--- src/rtl/divisor_sequencial.sv ---
// Iterative unsigned restoring divider (DIVU/REMU) for the ULA datapath.
// One trial subtraction per cycle through the adder/subtractor, start/done handshake.
module divisor_sequencial #(
   parameter int unsigned BITS = 64
) (
   input  logic            clk,
   input  logic            reset,
   input  logic            start,
   input  logic [BITS-1:0] dividendo,
   input  logic [BITS-1:0] divisor,
   output logic            ocupado,
   output logic            pronto,
   output logic [BITS-1:0] quociente,
   output logic [BITS-1:0] resto
);

   localparam int unsigned CntW = $clog2(BITS) + 1;
   localparam logic [CntW-1:0] CntLast = CntW'(BITS - 1);

   typedef enum logic [1:0] {StIdle, StCalc, StDone} state_e;

   state_e          state_q, state_d;
   logic [BITS:0]   rem_q, rem_d;
   logic [BITS-1:0] dvd_q, dvd_d;
   logic [BITS-1:0] dsr_q, dsr_d;
   logic [BITS-1:0] quo_q, quo_d;
   logic [BITS-1:0] res_q, res_d;
   logic [CntW-1:0] cnt_q, cnt_d;

   // Adder/subtractor shared with the ULA, held in subtracting mode: a + ~b + 1
   logic            sub_mode;
   logic [BITS:0]   sub_a, sub_b, sub_sum;
   logic            sub_cout;

   logic [BITS:0]   rem_sh;
   logic            q_bit;

   assign sub_mode = 1'b1;
   assign rem_sh   = {rem_q[BITS-1:0], dvd_q[BITS-1]};
   assign sub_a    = rem_sh;
   assign sub_b    = {1'b0, dsr_q};

   assign {sub_cout, sub_sum} = {1'b0, sub_a}
                              + {1'b0, sub_b ^ {(BITS+1){sub_mode}}}
                              + {{(BITS+1){1'b0}}, sub_mode};

   // A set top bit before the shift means the shifted value exceeds any divisor
   assign q_bit = sub_cout | rem_q[BITS];

   always_comb begin
      state_d = state_q;
      rem_d   = rem_q;
      dvd_d   = dvd_q;
      dsr_d   = dsr_q;
      quo_d   = quo_q;
      res_d   = res_q;
      cnt_d   = cnt_q;

      unique case (state_q)
         StIdle, StDone: begin
            state_d = StIdle;
            if (start) begin
               dvd_d = dividendo;
               dsr_d = divisor;
               rem_d = '0;
               cnt_d = '0;
               if (divisor == '0) begin
                  // RISC-V divide by zero: all-ones quotient, remainder is the dividend
                  state_d = StDone;
                  quo_d   = '1;
                  res_d   = dividendo;
               end else begin
                  state_d = StCalc;
               end
            end
         end

         StCalc: begin
            dvd_d = {dvd_q[BITS-2:0], q_bit};
            rem_d = q_bit ? sub_sum : rem_sh;
            cnt_d = cnt_q + CntW'(1);
            if (cnt_q == CntLast) begin
               state_d = StDone;
               quo_d   = {dvd_q[BITS-2:0], q_bit};
               res_d   = q_bit ? sub_sum[BITS-1:0] : rem_sh[BITS-1:0];
            end
         end

         default: state_d = StIdle;
      endcase
   end

   always_ff @(posedge clk) begin
      if (reset) begin
         state_q <= StIdle;
         rem_q   <= '0;
         dvd_q   <= '0;
         dsr_q   <= '0;
         quo_q   <= '0;
         res_q   <= '0;
         cnt_q   <= '0;
      end else begin
         state_q <= state_d;
         rem_q   <= rem_d;
         dvd_q   <= dvd_d;
         dsr_q   <= dsr_d;
         quo_q   <= quo_d;
         res_q   <= res_d;
         cnt_q   <= cnt_d;
      end
   end

   assign ocupado   = (state_q == StCalc);
   assign pronto    = (state_q == StDone);
   assign quociente = quo_q;
   assign resto     = res_q;

endmodule
--- config.mk ---
export PLATFORM = sky130hd
export DESIGN_NAME = divisor_sequencial
export DESIGN_NICKNAME = d
export VERILOG_FILES = /design/src/rtl/divisor_sequencial.sv
export SDC_FILE = /design/constraint.sdc
export NUM_CORES = 1
export LEC_CHECK = 0
export BUFFER_PORTS_ARGS = -buffer_cell sky130_fd_sc_hd__buf_2
export CAP_MARGIN = 5
export CORE_ASPECT_RATIO = 1.2
export CORE_MARGIN = 3
export CORE_UTILIZATION = 60
export DETAILED_ROUTE_END_ITERATION = 7
export GPL_TIMING_DRIVEN = 1
export PLACE_DENSITY = 0.92
export SLEW_MARGIN = 5
export SYNTH_ARGS = -nofsm -noshare
export SYNTH_HDL_FRONTEND = slang
export SYNTH_SLANG_ARGS = --single-unit
--- constraint.sdc ---
create_clock -name clk -period 9.6 [get_ports clk]
set_clock_uncertainty 0.2 [all_clocks]
set_input_delay 0 -clock clk [delete_from_list [all_inputs] [get_ports clk]]
set_output_delay 0 -clock clk [all_outputs]
set_load 0.02 [all_outputs]
=== Word-level counts from Yosys, hierarchy flattened ===
Index checks and enable logic that the tools add are counted.

* Bits in registers: 330
* Input port bits: 131
* Output and inout port bits: 130
* Logic and storage cells: 45

* Add/sub/neg operators: 3
* Equality and inequality tests: 6
* Multiplexer cells: 20
* Bitwise logic cells: 2
* Reductions and logical operators: 7

{| class="wikitable"
|+ Operators by type and width
! kind !! number
|-
| $mux W64 || 8
|-
| $pmux W64 S2 || 3
|-
| $mux W65 || 2
|-
| $pmux W65 S2 || 1
|-
| $add A65 B65 Y66 || 1
|-
| $add A66 B1 Y66 const B || 1
|-
| $not A64 Y65 || 1
|-
| $logic_not A64 Y1 || 1
|-
| $pmux W7 S2 || 1
|-
| $add A7 B1 Y7 const B || 1
|-
| $eq A7 B6 Y1 const B || 1
|-
| $mux W7 || 1
|-
| $mux W2 || 3
|-
| $ne A2 B2 Y1 const B || 2
|-
| $pmux W2 S2 || 1
|-
| $reduce_and A2 Y1 || 2
|-
| $reduce_and A4 Y1 || 1
|-
| $eq A2 B1 Y1 const B || 1
|-
| $eq A2 B2 Y1 const B || 1
|-
| $logic_not A2 Y1 || 1
|-
| $ne A2 B1 Y1 const B || 1
|-
| $reduce_bool A2 Y1 || 1
|-
| $reduce_or A2 Y1 || 1
|-
| $or A1 B1 Y1 || 1
|}

=== Depth between registers and ports, before layout ===
Gate-level depths: netlist of the first run.

* Depth in word-level cells: 7
* Gate-level depth with buffers: 16
* Mapped depth without buffers: 14

=== Worst setup path before layout of the first run ===
No wires, ideal clock.

* Path kind: reg2reg
* From: register dvd_q[63]
* To: register res_q[56], in the netlist resto[56]
* Setup time: 103 ps
* Arrival time: 3203 ps
* Required time: 9297 ps
* Setup slack: 6094 ps
* Cell stages (with the launch flop): 15
* Buffers on the path: 0
* Period minus slack after synthesis: 3506 ps
* Path through: dfxtp_1 -> inv_1 -> ha_1 -> fa_1 -> nand2b_1 -> a211oi_2 -> o2111ai_2 -> o31ai_4 -> o21ai_2 -> o41ai_2 -> nand3_1 -> o21ai_1 -> xor2_1 -> nand2_1 -> a2111oi_2

* Word-level cells in the longest chain between the ends: 6

{| class="wikitable"
|+ Ends and longest elaborated chain
! element !! RTL line !! text
|-
| from (decl) || 24 || <nowiki>logic [BITS-1:0] dvd_q, dvd_d;</nowiki>
|-
| from (signal assigned) || 105 || <nowiki>dvd_q <= dvd_d;</nowiki>
|-
| $add A65 B65 Y66 * || 44 || <nowiki>+ {1'b0, sub_b ^ {(BITS+1){sub_mode}}}</nowiki>
|-
| $add A66 B1 Y66 * || 45 || <nowiki>+ {{(BITS+1){1'b0}}, sub_mode};</nowiki>
|-
| $or A1 B1 Y1 || 48 || <nowiki>assign q_bit = sub_cout | rem_q[BITS];</nowiki>
|-
| $mux W64 * || 85 || <nowiki>res_d = q_bit ? sub_sum[BITS-1:0] : rem_sh[BITS-1:0];</nowiki>
|-
| $mux W64 * || 82 || <nowiki>if (cnt_q == CntLast) begin</nowiki>
|-
| $pmux W64 S2 * || 59 || <nowiki>unique case (state_q)</nowiki>
|-
| to (signal assigned) || 108 || <nowiki>res_q <= res_d;</nowiki>
|-
| to (decl) || 27 || <nowiki>logic [BITS-1:0] res_q, res_d;</nowiki>
|}

Mark *: on every way between the ends. The rest lies on a longest branch, timed or not. The select of a mux whose other input is x is not followed.
A chain may end at the register's enable or synchronous reset.

=== Final worst setup path of the first run ===
* From: register dsr_q[6]
* To: register res_q[51], in the netlist resto[51]

* Word-level cells in the longest chain between the ends: 7

{| class="wikitable"
|+ Ends and longest elaborated chain
! element !! RTL line !! text
|-
| from (decl) || 25 || <nowiki>logic [BITS-1:0] dsr_q, dsr_d;</nowiki>
|-
| from (signal assigned) || 106 || <nowiki>dsr_q <= dsr_d;</nowiki>
|-
| $not A64 Y65 (no source line) * || n/a ||
|-
| $add A65 B65 Y66 * || 44 ||
|-
| $add A66 B1 Y66 * || 45 ||
|-
| $or A1 B1 Y1 || 48 ||
|-
| $mux W64 * || 85 ||
|-
| $mux W64 * || 82 ||
|-
| $pmux W64 S2 * || 59 ||
|}

Marked as above.

==> metrics.md, run 1 <==
| Metric | Value |
|---|---|
| Htree depth | 1 |
| PnR Total Power | 6.16 mW |
| CTS tree | built |
| Crit share post-route | 49.4% |
| Die width | 160 um |
| Max Cap Viol | 0 |
| Pins Over Slew Limit | 0 |
| Asr flop ratio synth | 0% |
| Clock sink count | 330 |
| IO Port Bufs | 260 |
| Initial antenna violation count | 1 |
| Mapped Avg Cell Area | 7.65 sq um |
| Total track usage | 40.2% |
| Setup Crit Path Kind | register to register |
| Number of synthesized flops with an enable pin | 0 |
| CP Cell Sequence | inv_1 -> ha_1 -> nand3_1 -> o22ai_1 -> nor2_1 -> a2111oi_4 -> o21ai_2 -> a311o_1 -> nand2_4 -> buf_4 -> nor2_1 -> a21oi_1 -> nor2_1 -> o41ai_1 |
| Residual DRC count | 3 |
| RSZ-0062 raised after global routing | false |
| Dpl cells | 2726 |
| Commonest cells post-synth | nand2_1, dfxtp_1, nor2_1 |
| Max IR drop VDD | 299 uV |
| Slew margin rel. | 17.1% |
| Fillers | 1829 |
| Area leader, netlist | dfxtp_1 |
| Mapped Nets | 2435 |
| Die Y | 191 um |
| Area of the core | 28000 sq um |
| Clock tree buffer depth | 3 |
| Synth unique cells | 75 |
| 1st-iter DRT viols | 2606 |
| Full die area | 30600 sq um |
| GRT overflow | 0 |
| Pwr/cell area | 289 nW/um^2 |
| Setup violators final | 0 |
| Period minus WS final | 4.74 ns |
| Measured slew at the worst slew-check pin | 1.24 ns |
| Final non-filler cell total | 2972 |
| Delay-heaviest family, CP | compound AO/OA/AOI/OAI gates |
| Min-Delay Path Class | input port to register |
| Layout Nets | 2767 |
| Wire length per cell | 21.8 um |
| Mapped Area | 17100 sq um |
| CP max stage delay | 0.81 ns |
| Post-synth top flop | dfxtp_1 |
| Avg Vias per Cell | 6.48 |
| Leakage | 8.90 nW |
| Post-CTS setup buffer count | 0 |
| # IOs | 261 |
| Yosys reg bits | 330 |
| Failing checks | DRC |
| Largest net degree at the start of global routing | 134 |
| Post-synthesis sequential area ratio | 38.6% |
| Crit Path Max Fanout | 80 |
| Number of global-route vias before repair | 18351 |
| Drt total wl | 64.7 mm |
| Clk slew on worst S/H paths | 0.07 ns |
| Num rows | 67 |
| Worst-skew pair later-pin latency | 0.60 ns |
| Most frequent cell after synthesis | nand2_1 |
| Top area cells in the synthesized netlist | dfxtp_1, nand2_1, a21oi_1 |
| Area grow syn2layout | 24.5% |
| Fmax | 211 MHz |
| Share of the synthesized area in the top cell type | 38.6% |
| Slowest-stage cell, CP | buf_4 |
| Yosys warning total | 0 |
| Initial Utilization | 61.2% |
| Status | finished, violations left |
| Antenna Nets Post-Route | 0 |
| Final core occ | 76.1% |
| Final Wtd Congestion | 0.996 |
| Setup crit start kind | register |
| Reg area | 6610 sq um |
| Hpwl dp | 39.1 mm |
| Layout cells sized above 1 | 13.8% |
| Area of the multi-input gates | 9590 sq um |
| Fin Setup TNS | 0 ns |
| Worst Setup End Kind | register |
| Fin. Hold Viols | 0 |
| Vias | 19259 |
| DR pass1 iterations | 8 |
| Worst Path Required | 9.80 ns |
| Worst path most repeated cell | nor2_1 |
| Cells after Synth | 2238 |
| First-pass GRT wire length | 99.7 mm |
| Worst EP arrival | 4.94 ns |
| Hold WS | 0.0124 ns |
| Clk root buf | clkbuf_16 |
| Total CTS buffers | 31 |
| WP buf/inv | 2 |
## path summary, 6_finish.rpt
| check | startpoint | to | slack (ns) | depth (start not counted) |
|---|---|---|---|---|
| setup / recovery | dsr_q[6]$_SDFFE_PP0P_ | resto[51]$_SDFFE_PP0P_ | 4.86 | 14 |
| hold reg to reg | dsr_q[17]$_SDFFE_PP0P_ | dsr_q[17]$_SDFFE_PP0P_ | 0.26 | 2 |
| setup reg to reg | dsr_q[6]$_SDFFE_PP0P_ | resto[51]$_SDFFE_PP0P_ | 4.86 | 14 |
| hold / removal | divisor[11] | dsr_q[11]$_SDFFE_PP0P_ | 0.01 | 4 |
## metal layers
layer | vias up | global-route usage (%) | share of wire, %
met4 | 0 | 23.0 | 6.7
li1 | 8515 | - | -
met1 | 8914 | 50.8 | 38
met5 | - | 0 | 0
met2 | 1461 | 62.4 | 44
met3 | 369 | 10.4 | 12
## logic make-up (layout without fill, tap and decap cells)
kind of cell,count (synthesis),count (layout),synth area share [%]
AND/OR/NAND/NOR,838,838,20.1
AO/OA/AOI/OAI,650,650,25.1
flip-flops,330,330,38.6
buffers and inverters,251,603,5.73
adder cells (fa/ha/maj),66,66,4.87
XOR/XNOR,60,60,3.07
multiplexers,43,43,2.53
other,0,3,0
## report_power, final
| group | total [mW] | switching, mW | internal [mW] | leakage, nW |
|---|---|---|---|---|
| registers | 1.60 | 0.119 | 1.48 | 2.69 |
| logic | 3.31 | 2.10 | 1.21 | 5.72 |
| clock network | 1.25 | 0.551 | 0.704 | 0.495 |
| total | 6.16 | 2.77 | 3.39 | 8.90 |
## area by class of cell
type,instances,area share [%]
antenna,3,0.0352
sequential,330,31.0
clock buffer,45,4.26
multi-input combinational,1657,45.0
clock inverter,8,0.452
inverter,87,1.54
timing repair buffer,463,15.5
tap,379,2.22
## tightest hold or removal path, stage by stage
cell           delay [ns]
dlygate4sd3_1        0.53
buf_2                0.12
nand2_1              0.05
a21oi_1              0.05
## registers in the layout (all words and copies together), names as in the netlist
signal     cells
dvd_q         64
resto         64
dsr_q         64
state_q        2
rem_q         65
cnt_q          7
quociente     64
## per-stage QoR
step           worst slack, ns  area, sq um
4_1_cts                   5.00        21300
3_5_place_dp              5.04        18400
6_report                  4.86        21300
3_3_place_gp              5.14        18400
5_1_grt                   4.70        21300
2_1_floorplan             6.09        17100
## layout by cell type (no fill, tap or decap), types with 31 or more instances in the layout
cell             n
nand2_1        382
dfxtp_1        330
nor2_1         317
buf_2          259
a21oi_1        244
dlygate4sd3_1  190
a211oi_1        97
inv_1           86
o21ai_0         71
a311oi_1        66
ha_1            65
mux2i_1         41
xnor2_1         38
clkbuf_16       31
## what timing repair did
item / in CTS / in global routing
hold buffers: 190 / 0
gates resized for setup: 0 / 0
hold endpoints to repair: 225 / 0
Note: power is estimated with default switching activity, not from simulation.
==> inputs of run 2 (changes only) <==
CORE_UTILIZATION = 58   (was 60)
PLACE_DENSITY = 0.89   (was 0.92)
clock period = 4.55 ns   (was 9.6 ns; I/O delays follow)
==> run 2 against run 1 <==
The flow now finishes without violations. Clock-buffer cell count down 3. First-iteration DRC count shrank 15%. Cell count is 1.0% higher. Critical endpoint is now resto[46]$_SDFFE_PP0P_. Sequential share of layout area shrank 0.48 points. Flip-flop and latch count unchanged. Cell area rose by 1.6%. Utilization shrank 1.3 points. Clock power up 120%. Via count is 4.0% lower. Critical path type unchanged. Global-route usage fell by 4.5 points.
==> metrics.md, run 2 (synthesis gave the netlist of run 1 again) <==
| Metric | Value |
|---|---|
| Largest register FFs | 65 (unchanged) |
| Hold WS | 0.0381 ns (+0.0257 ns) |
| Setup crit start kind | register |
| Number of global-route vias before repair | 17605 (-4.1%) |
| Measured slew at the worst slew-check pin | 1.17 ns (-0.0742 ns) |
| Setup violators final | 0 (unchanged) |
| Period minus WS final | 4.07 ns (-0.671 ns) |
| GRT overflow | 0 (unchanged) |
| Die width | 163 um (+1.6%) |
| RSZ-0062 raised after global routing | false |
| Worst EP arrival | 4.28 ns (-0.66 ns) |
| Clk root buf | clkbuf_16 |
| Pwr/cell area | 602 nW/um^2 (+110%) |
| CTS hold repair buffers | 208 (+9.5%) |
| CP max stage delay | 0.53 ns (-0.28 ns) |
| Total CTS buffers | 31 (unchanged) |
| Top reg by flops | rem_q |
| Drt total wl | 58.9 mm (-8.9%) |
| Hold depth | 4 (unchanged) |
| DR pass1 iterations | 6 (-2) |
| Layout Nets | 2791 (+0.87%) |
| Setup Crit Path Kind | register to register |
| First-pass GRT wire length | 93.1 mm (-6.6%) |
| Most common cell after layout, fill and taps aside | nand2_1 |
| Antenna Nets Post-Route | 0 (unchanged) |
| CTS tree | built |
| Pins Over Slew Limit | 0 (unchanged) |
| Commonest cells after routing, fill and taps aside | nand2_1, dfxtp_1, nor2_1 |
| Worst Hold Launch | divisor[6] |
| Initial antenna violation count | 1 (unchanged) |
| Finished Cell Area | 21700 sq um (+1.6%) |
| Slowest-stage cell, CP | a2111oi_4 |
| Reg2reg path depth | 14 (unchanged) |
| Wire length per cell | 19.6 um (-9.8%) |
| CP Cell Sequence | inv_1 -> ha_1 -> nor2b_1 -> o31a_1 -> o21ai_2 -> a2111oi_4 -> o21ai_2 -> a311o_1 -> nand2_4 -> buf_12 -> mux2i_1 -> a211oi_1 -> a21oi_1 -> nor2_1 |
| Worst Setup End Kind | register |
| Final Wtd Congestion | 0.993 (-0.30%) |
| Worst path most repeated cell | o21ai_2 |
| Slew margin rel. | 22.3% (+5.1 points) |
| Delay-heaviest family, CP | compound AO/OA/AOI/OAI gates |
| Die Y | 194 um (+1.7%) |
| # IOs | 261 (unchanged) |
| Avg Vias per Cell | 6.16 (-5.0%) |
| RR Endpoint | resto[46]$_SDFFE_PP0P_ |
| R2r startpoint | dsr_q[1]$_SDFFE_PP0P_ |
| Clk slew on worst S/H paths | 0.07 ns (about the same) |
| Final core occ | 74.9% (-1.3 points) |
| Vias | 18484 (-4.0%) |
| Area grow syn2layout | 26.4% |
| IO Port Bufs | 260 (unchanged) |
| Crit Path Max Fanout | 44 (-45%) |
| 1st-iter DRT viols | 2208 (-15%) |
| Clock tree buffer depth | 3 (unchanged) |
| Min-Delay Path Class | input port to register |
| Htree depth | 1 (unchanged) |
| Status | finished, final reports clean |
| Layout cells sized above 1 | 14.1% (+0.28 points) |
| Post-CTS Resized | 0 (unchanged) |
| Fin. Hold Viols | 0 (unchanged) |
| Fin Setup TNS | 0 ns (unchanged) |
| Fmax | 246 MHz (+17%) |
| Hold Path End | dsr_q[6]$_SDFFE_PP0P_ |
| Placement Cell Area | 18500 sq um (+0.49%) |
| Leakage | 9.13 nW (+2.6%) |
| Initial Utilization | 59.2% (-2.0 points) |
| Crit share post-route | 89.4% (+40 points) |
| Area of the core | 28900 sq um (+3.3%) |
| WP buf/inv | 2 (unchanged) |
| Worst Path Required | 4.76 ns (-5.04 ns) |
| Reg2reg setup slack | 0.48 ns (-4.38 ns) |
| Num rows | 68 (+1.5%) |
| Clock sink count | 330 (unchanged) |
| Worst-skew pair later-pin latency | 0.57 ns (-0.03 ns) |
| Full die area | 31600 sq um (+3.3%) |
| Residual DRC count | 0 (-3) |
| Hpwl dp | 39.1 mm (about the same) |
| Max Cap Viol | 0 (unchanged) |
| Max IR drop VDD | 498 uV (+66%) |
| Largest net degree at the start of global routing | 125 (-6.7%) |
| Total track usage | 35.7% (-4.5 points) |
| Post-CTS setup buffer count | 0 (unchanged) |
-- run 2: routing by layer --
metal	vias to the layer above	wire, um	track usage (%)
met5	-	0	0
met4	0	3010	15.7
met3	214	5770	5.09
met2	1130	25800	54.8
met1	8571	24400	49.9
li1	8569	-	-
-- run 2: final cells by class --
cell class / instances / area (sq um)
diodes: 1 / 2.50
inverters: 87 / 328
repair buffers: 487 / 3570
fillers: 2047 / 7270
multi-input cells: 1657 / 9590
clock inverters: 13 / 180
clock buffers: 42 / 897
well taps: 385 / 482
flip-flops and latches: 330 / 6610
-- run 2: worst max-delay path by stage --
stage                      startpoint                      to  slack, ns  cells past startpoint
4_1_cts        dvd_q[63]$_SDFFE_PP0P_  resto[42]$_SDFFE_PP0P_       0.51                     14
3_5_place_dp   dvd_q[63]$_SDFFE_PP0P_  resto[42]$_SDFFE_PP0P_       0.51                     14
3_3_place_gp   dvd_q[63]$_SDFFE_PP0P_  resto[56]$_SDFFE_PP0P_       0.69                     14
2_1_floorplan  dvd_q[63]$_SDFFE_PP0P_  resto[56]$_SDFFE_PP0P_       1.04                     14
5_1_grt        dvd_q[63]$_SDFFE_PP0P_  resto[42]$_SDFFE_PP0P_       0.20                     14
6_report        dsr_q[1]$_SDFFE_PP0P_  resto[46]$_SDFFE_PP0P_       0.48                     14
-- run 2: power breakdown --
group / internal [mW] / switching [mW] / leakage, nW
logic: 2.58 / 4.33 / 5.92
clock network: 1.60 / 1.15 / 0.524
registers: 3.13 / 0.242 / 2.69
total: 7.31 / 5.73 / 9.13
-- run 2: tightest hold or removal path, delay by kind of cell --
family | cells | cell delay (ns)
AO/OA/AOI/OAI | 1 | 0.05
AND/OR/NAND/NOR | 1 | 0.05
buffers and inverters | 2 | 0.65
-- run 2: metrics by stage --
stage / worst slack [ns] / power [mW] / std cells
floorplan: 1.04 / 8.36 / 2238
global placement: 0.692 / 9.84 / 2738
detailed placement: 0.511 / 9.94 / 2738
CTS: 0.506 / 12.8 / 3001
global route: 0.198 / 13.7 / 3002
finish: 0.483 / 13.0 / 3002
